[src/rtl/fp_mult_pkg.sv]
// Shared types and constant generators for the pipelined IEEE-754 multiplier.
// Rounding mode is selected by FP_MULT_RNE_EN (defined: round-to-nearest-even, undefined: truncate).
package fp_mult_pkg;

    typedef enum logic [1:0] {ZERO, NORM, INF, NAN} fp_class_e;

    function automatic int fpBias(input int expW);
        return (1 << (expW - 1)) - 1;
    endfunction

    // Canonical quiet NaN: sign 0, exponent all ones, fraction MSB set, rest clear.
    function automatic logic [63:0] fpQnan(input int expW, input int manW);
        logic [63:0] ones;
        ones = (64'd1 << (expW + 1)) - 64'd1;
        return ones << (manW - 1);
    endfunction

endpackage

[src/rtl/fp_mult_pipe_round_pack.sv]
// Final-stage normalize, round, pack and flag generation for the FP multiplier.
// FP_MULT_RNE_EN selects round-to-nearest-even; otherwise the product is truncated.
module fp_round_pack
    import fp_mult_pkg::*;
#(
    parameter int EXP_W = 8,
    parameter int MAN_W = 23,
    parameter int W     = 1 + EXP_W + MAN_W
) (
    input  logic                    i_sign,
    input  fp_class_e               i_cls,
    input  logic signed [EXP_W+1:0] i_expSum,
    input  logic [2*MAN_W+1:0]      i_prod,
    output logic [W-1:0]            o_result,
    output logic                    o_overflow,
    output logic                    o_underflow,
    output logic                    o_invalid
);
    localparam int EW2 = EXP_W + 2;
    localparam int PW  = 2 * MAN_W + 2;
    localparam logic signed [EW2-1:0] EXP_MAX  = EW2'((1 << EXP_W) - 1);
    localparam logic signed [EW2-1:0] EXP_ZERO = '0;
    localparam logic signed [EW2-1:0] EXP_ONE  = EW2'(1);
    localparam logic [63:0]           QNAN_64  = fpQnan(EXP_W, MAN_W);
    localparam logic [W-1:0]          QNAN     = QNAN_64[W-1:0];

    logic [MAN_W-1:0]       w_mant;
    logic                   w_guard;
    logic                   w_sticky;
    logic                   w_roundUp;
    logic [MAN_W:0]         w_mantR;
    logic signed [EW2-1:0]  w_expN;
    logic signed [EW2-1:0]  w_expF;

    // Product of two [1,2) significands lies in [1,4); bring it back to [1,2).
    always_comb begin
        if (i_prod[PW-1]) begin
            w_mant   = i_prod[PW-2 -: MAN_W];
            w_guard  = i_prod[MAN_W];
            w_sticky = |i_prod[MAN_W-1:0];
            w_expN   = i_expSum + EXP_ONE;
        end else begin
            w_mant   = i_prod[PW-3 -: MAN_W];
            w_guard  = i_prod[MAN_W-1];
            w_sticky = |i_prod[MAN_W-2:0];
            w_expN   = i_expSum;
        end
    end

`ifdef FP_MULT_RNE_EN
    assign w_roundUp = w_guard & (w_sticky | w_mant[0]);
`else
    logic w_unusedRoundBits;
    assign w_unusedRoundBits = w_guard | w_sticky;
    assign w_roundUp = 1'b0;
`endif

    assign w_mantR = {1'b0, w_mant} + {{MAN_W{1'b0}}, w_roundUp};
    assign w_expF  = w_mantR[MAN_W] ? (w_expN + EXP_ONE) : w_expN;

    always_comb begin
        o_result    = '0;
        o_overflow  = 1'b0;
        o_underflow = 1'b0;
        o_invalid   = 1'b0;
        case (i_cls)
            NAN: begin
                o_result  = QNAN;
                o_invalid = 1'b1;
            end
            INF:  o_result = {i_sign, {EXP_W{1'b1}}, {MAN_W{1'b0}}};
            ZERO: o_result = {i_sign, {(W-1){1'b0}}};
            default: begin
                if (w_expF >= EXP_MAX) begin
                    o_result   = {i_sign, {EXP_W{1'b1}}, {MAN_W{1'b0}}};
                    o_overflow = 1'b1;
                end else if (w_expF <= EXP_ZERO) begin
                    o_result    = {i_sign, {(W-1){1'b0}}};
                    o_underflow = 1'b1;
                end else begin
                    o_result = {i_sign, w_expF[EXP_W-1:0], w_mantR[MAN_W-1:0]};
                end
            end
        endcase
    end

endmodule

[src/rtl/fp_mult_pipe.sv]
// Three-stage pipelined IEEE-754 multiplier with valid/ready on both sides.
// Rounding mode is selected by FP_MULT_RNE_EN (defined: RNE, undefined: truncation).
module fp_mult_pipe
    import fp_mult_pkg::*;
#(
    parameter int EXP_W = 8,
    parameter int MAN_W = 23,
    parameter int W     = 1 + EXP_W + MAN_W
) (
    input  logic         clk,
    input  logic         rst_n,
    input  logic         in_valid,
    output logic         in_ready,
    input  logic [W-1:0] a,
    input  logic [W-1:0] b,
    output logic         out_valid,
    input  logic         out_ready,
    output logic [W-1:0] result,
    output logic         overflow,
    output logic         underflow,
    output logic         invalid
);
    localparam int EW2 = EXP_W + 2;
    localparam int SW  = MAN_W + 1;
    localparam logic signed [EW2-1:0] BIAS = EW2'(fpBias(EXP_W));

    typedef struct packed {
        logic                  sign;
        fp_class_e             cls;
        logic signed [EW2-1:0] expSum;
        logic [SW-1:0]         sigA;
        logic [SW-1:0]         sigB;
    } s12_t;

    typedef struct packed {
        logic                  sign;
        fp_class_e             cls;
        logic signed [EW2-1:0] expSum;
        logic [2*SW-1:0]       prod;
    } s23_t;

    function automatic fp_class_e classify(input logic [EXP_W-1:0] e, input logic [MAN_W-1:0] f);
        if (e == '0) return ZERO;
        if (e != '1) return NORM;
        if (f == '0) return INF;
        return NAN;
    endfunction

    fp_class_e    w_clsA, w_clsB;
    s12_t         w_s1, r_s1;
    s23_t         w_s2, r_s2;
    logic         r_v1, r_v2, r_v3;
    logic         w_load1, w_load2, w_load3;
    logic [W-1:0] w_result, r_result;
    logic         w_overflow, w_underflow, w_invalid;
    logic         r_overflow, r_underflow, r_invalid;

    // A stage may load when empty or when its successor is taking its entry.
    assign w_load3  = !r_v3 || out_ready;
    assign w_load2  = !r_v2 || w_load3;
    assign w_load1  = !r_v1 || w_load2;
    assign in_ready = w_load1;

    // Operand pair collapses to a single class, ordered by special-case precedence.
    always_comb begin
        w_clsA      = classify(a[W-2 -: EXP_W], a[MAN_W-1:0]);
        w_clsB      = classify(b[W-2 -: EXP_W], b[MAN_W-1:0]);
        w_s1        = '0;
        w_s1.sign   = a[W-1] ^ b[W-1];
        w_s1.expSum = $signed({2'b00, a[W-2 -: EXP_W]}) + $signed({2'b00, b[W-2 -: EXP_W]}) - BIAS;
        w_s1.sigA   = {1'b1, a[MAN_W-1:0]};
        w_s1.sigB   = {1'b1, b[MAN_W-1:0]};
        if (w_clsA == NAN || w_clsB == NAN ||
            (w_clsA == INF && w_clsB == ZERO) || (w_clsA == ZERO && w_clsB == INF))
            w_s1.cls = NAN;
        else if (w_clsA == INF || w_clsB == INF)
            w_s1.cls = INF;
        else if (w_clsA == ZERO || w_clsB == ZERO)
            w_s1.cls = ZERO;
        else
            w_s1.cls = NORM;
    end

    always_comb begin
        w_s2        = '0;
        w_s2.sign   = r_s1.sign;
        w_s2.cls    = r_s1.cls;
        w_s2.expSum = r_s1.expSum;
        w_s2.prod   = (2*SW)'(r_s1.sigA) * (2*SW)'(r_s1.sigB);
    end

    fp_round_pack #(.EXP_W(EXP_W), .MAN_W(MAN_W), .W(W)) u_roundPack (
        .i_sign      (r_s2.sign),
        .i_cls       (r_s2.cls),
        .i_expSum    (r_s2.expSum),
        .i_prod      (r_s2.prod),
        .o_result    (w_result),
        .o_overflow  (w_overflow),
        .o_underflow (w_underflow),
        .o_invalid   (w_invalid)
    );

    always_ff @(posedge clk or negedge rst_n) begin
        if (!rst_n) begin
            r_v1 <= 1'b0;
            r_s1 <= '0;
        end else if (w_load1) begin
            r_v1 <= in_valid;
            if (in_valid) r_s1 <= w_s1;
        end
    end

    always_ff @(posedge clk or negedge rst_n) begin
        if (!rst_n) begin
            r_v2 <= 1'b0;
            r_s2 <= '0;
        end else if (w_load2) begin
            r_v2 <= r_v1;
            if (r_v1) r_s2 <= w_s2;
        end
    end

    // Output register holds its contents while the consumer stalls.
    always_ff @(posedge clk or negedge rst_n) begin
        if (!rst_n) begin
            r_v3        <= 1'b0;
            r_result    <= '0;
            r_overflow  <= 1'b0;
            r_underflow <= 1'b0;
            r_invalid   <= 1'b0;
        end else if (w_load3) begin
            r_v3 <= r_v2;
            if (r_v2) begin
                r_result    <= w_result;
                r_overflow  <= w_overflow;
                r_underflow <= w_underflow;
                r_invalid   <= w_invalid;
            end
        end
    end

    assign out_valid = r_v3;
    assign result    = r_result;
    assign overflow  = r_overflow;
    assign underflow = r_underflow;
    assign invalid   = r_invalid;

endmodule

[config.mk]
export PLATFORM = sky130hd
export DESIGN_NAME = fp_mult_pipe
export DESIGN_NICKNAME = d
export VERILOG_FILES = /design/src/rtl/fp_mult_pkg.sv /design/src/rtl/fp_mult_pipe_round_pack.sv /design/src/rtl/fp_mult_pipe.sv
export SDC_FILE = /design/constraint.sdc
export NUM_CORES = 2
export LEC_CHECK = 0
export CAP_MARGIN = 15
export CORE_MARGIN = 2
export CORE_UTILIZATION = 64
export CTS_BUF_LIST = sky130_fd_sc_hd__clkbuf_8
export DETAILED_ROUTE_END_ITERATION = 16
export GPL_TIMING_DRIVEN = 0
export PLACE_DENSITY_LB_ADDON = 0.1
export SLEW_MARGIN = 10
export SYNTH_ARGS = -nofsm -noshare
export SYNTH_HDL_FRONTEND = slang
export SYNTH_SLANG_ARGS = --single-unit
[constraint.sdc]
create_clock -name clk -period 22 [get_ports clk]
set_clock_uncertainty 0.1 [all_clocks]
set_input_delay 2.2 -clock clk [delete_from_list [all_inputs] [get_ports clk]]
set_output_delay 2.2 -clock clk [all_outputs]
set_load 0.05 [all_outputs]
==> reports/results.ini <==
[synth]
synth-seq-cells=136
synthFlopType=dfrtp_1
synth_area_leaders=fa_1 39%, dfrtp_1 14%, ha_1 9.3%, nand2_1 8.8%, inv_1 8.6%
async_flop_share_pct=100
synth_cell_types=68
synth_area_leader_cell=fa_1
syn_nets=3564
syn_area_um2=25000
seq_area_frac_synth_pct=13.6
syn_avg_cell_area_um2=8.82
yosysTopAreaCellShare_pct=38.7
synth_edf_count=0
yosysWarnings=0
syn_inst=2828

[clock_network]
cts_tree=built
cts-htree-levels=4
ctsResizeCount=0
cts_root_buffer=clkbuf_8
path_clk_slew_ps=90
clock_sinks=136
numCtsBuffers=17
clkLatencyLatePin_ps=580
ctsHoldBuffers=0
post_cts_buffers=0
clock_path_buffers=2

[setup_path]
crit_start=r_s1[38]$_DFFE_PN0P_
start_kind=register
crit_top_cell=fa_1
crit_slowest_cell=nor4_1
crit_path_end_kind=register
critPathKind=register to register
ff2ff_setup_slack_ps=13120
crit_arrival_ps=9230
required_ps=22350
reg2reg_to=r_s2[39]$_DFFE_PN0P_
cp_cell_sequence=clkbuf_1 > nand2_1 > fa_1 > inv_1 > fa_1 > inv_1 > fa_1 > fa_1 > inv_1 > fa_1 > fa_1 > inv_1 > fa_1 > inv_1 > ha_1 > nand2_1 > nor4_1 > nand2_1 > nor4_1 > o21ai_0 > a21boi_1 > o21ai_0 > o311ai_0
r2r-start=r_s1[38]$_DFFE_PN0P_
r2r_cells=23
cp_top_family=adder cells
crit_buf_inv=6
max_stage_delay_ps=990
cp_max_fo=10

[floorplanning]
placementRows=72
die_area_um2=40600
start_util_pct=64.7
fp.dieH_um=201
die_width_um=201
coreArea_um2=38600
ioPinCount=105

[placement]
dp.cells=3451
port_buffers=104
gp_congestion=1.05
hpwl_um=65000

[routing]
drc=0
drtAntennaViolNets=0
avgRoutedWirePerCell_um=23.1
drt-initial-drc-count=1985
first_pass_iters=7
vias_per_cell=5.89
wirelength_um=80700
vias=20500

[sta]
hold_violations=0
worst_pin_slew_ps=1180
slew-limit-headroom_pct=20.3
fin_crit_sh_pct=40.4
fin_tns_setup_ps=0
setup_viol=0
fmaxAchievable_mhz=113
rsz0062_at_grt=no
min_period_ps=8880
slew_viol_final=0

[global_route]
grt_overflow_total=0
grt_pass1_vias=21500
grt_start_max_net_pins=84
grt_pass1_wl_um=125000
grtUsageTotal_pct=41.9
antenna_found_initial=3

[worst_hold_path]
hp-class=register to register
min_path_cells=2
hold_start=result[30]$_DFFE_PN0P_
min_to=result[30]$_DFFE_PN0P_

[job]
cap_violations=0

[run_status]
outcome=finished clean

[cells_and_area]
drive_gt1_share_pct=1.75
syn_to_final_growth_pct=8.67
final_cells=3485
nFillCells=3240
nets=3688
final_util_pct=70.3

[sequential cells by signal (all words and copies together), names as in the netlist]
name       count
r_v1           1
r_s2          38
overflow       1
invalid        1
r_v2           1
out_valid      1
result        32
underflow      1
r_s1          60
[metrics by stage]
| step | worst slack [ps] | hold WS, ps | area, µm² |
|---|---|---|---|
| final | 13120 | 381 | 27100 |
| after global routing | 12990 | 402 | 27100 |
| after CTS | 13470 | 389 | 27100 |
| after detailed placement | 13550 | 360 | 26700 |
| after global placement | 12670 | 359 | 26600 |
| after floorplan | 15100 | 339 | 25000 |
[cells in the mapped netlist (all sizes together), types with 23 or more instances]
library cell and count:
nand2 582, inv 569, fa 482, and2 285, ha 186, clkbuf 141
dfrtp 136, o21ai 81, a21oi 47, nor2 27, mux2i 24, xnor2 24
nor4 23
[worst max-delay path by stage]
stage / to / slack (ps) / cells past startpoint
6_report: r_s2[39]$_DFFE_PN0P_ / 13120 / 23
4_1_cts: r_s2[39]$_DFFE_PN0P_ / 13470 / 23
5_1_grt: r_s2[39]$_DFFE_PN0P_ / 12990 / 25
3_3_place_gp: r_s1[31]$_DFFE_PN0P_ / 12670 / 1
2_1_floorplan: r_s2[41]$_DFFE_PN0P_ / 15100 / 25
3_5_place_dp: r_s2[39]$_DFFE_PN0P_ / 13550 / 23
[cell type report]
type / count / area (µm²) / area share, %
clock buffers: 17 / 234 / 0.863
plain buffers: 152 / 597 / 2.20
repair buffers: 105 / 1070 / 3.96
inverters: 569 / 2140 / 7.88
clock inverters: 15 / 203 / 0.748
multi-input cells: 1971 / 18800 / 69.4
flip-flops and latches: 136 / 3400 / 12.6
diodes: 2 / 5.00 / 0.0185
well taps: 518 / 648 / 2.39
[metal layers]
| metal | track usage (%) | up-vias | part of all wire (%) |
|---|---|---|---|
| li1 | - | 8758 | - |
| met1 | 52.8 | 10300 | 36 |
| met2 | 64.0 | 1146 | 45 |
| met3 | 12.2 | 334 | 12 |
| met4 | 26.7 | 2 | 7.6 |
| met5 | 0 | - | 0.015 |
[placed cells by master, fill, tap and decap left out, types with 5 or more instances in the layout]
master	instances
nor4_1	22
o21ai_1	44
a21o_1	21
nor2b_1	7
dfrtp_1	136
nand3_1	21
xnor2_1	23
o21ai_0	37
clkdlybuf4s50_1	103
a211o_1	5
nand4_1	16
clkbuf_1	141
or3_1	5
nand2b_1	7
and3_1	9
o21a_1	7
o31ai_1	7
and2_1	285
nor2_1	26
a21oi_1	47
a31oi_1	8
clkbuf_8	17
xor2_1	10
nor3_1	15
mux2i_1	24
buf_2	6
nand2_1	582
ha_1	186
inv_1	572
o21bai_1	16
fa_1	482
o211ai_1	5
[worst reg2reg max path: cells and delay by family (launching register included)]
kind            cells  cell delay (ps)
flops               1              640
buf+inv             6             1200
compound gates      4             1000
simple gates        5             1700
fa+ha+maj           8             4120
[cells by family (layout without fill, tap and decap cells)]
group	Yosys count	in the layout	synth area share [%]
buf+inv	721	858	11.0
other cells	0	2	0
simple gates	1017	1017	19.4
mux	25	25	1.01
fa+ha+maj	668	668	48.0
xor+xnor	34	34	1.22
flops	136	136	13.6
compound gates	227	227	5.75
Power is not shown: default switching activity piles up to over one toggle a cycle in this logic, so the estimate is an artifact.
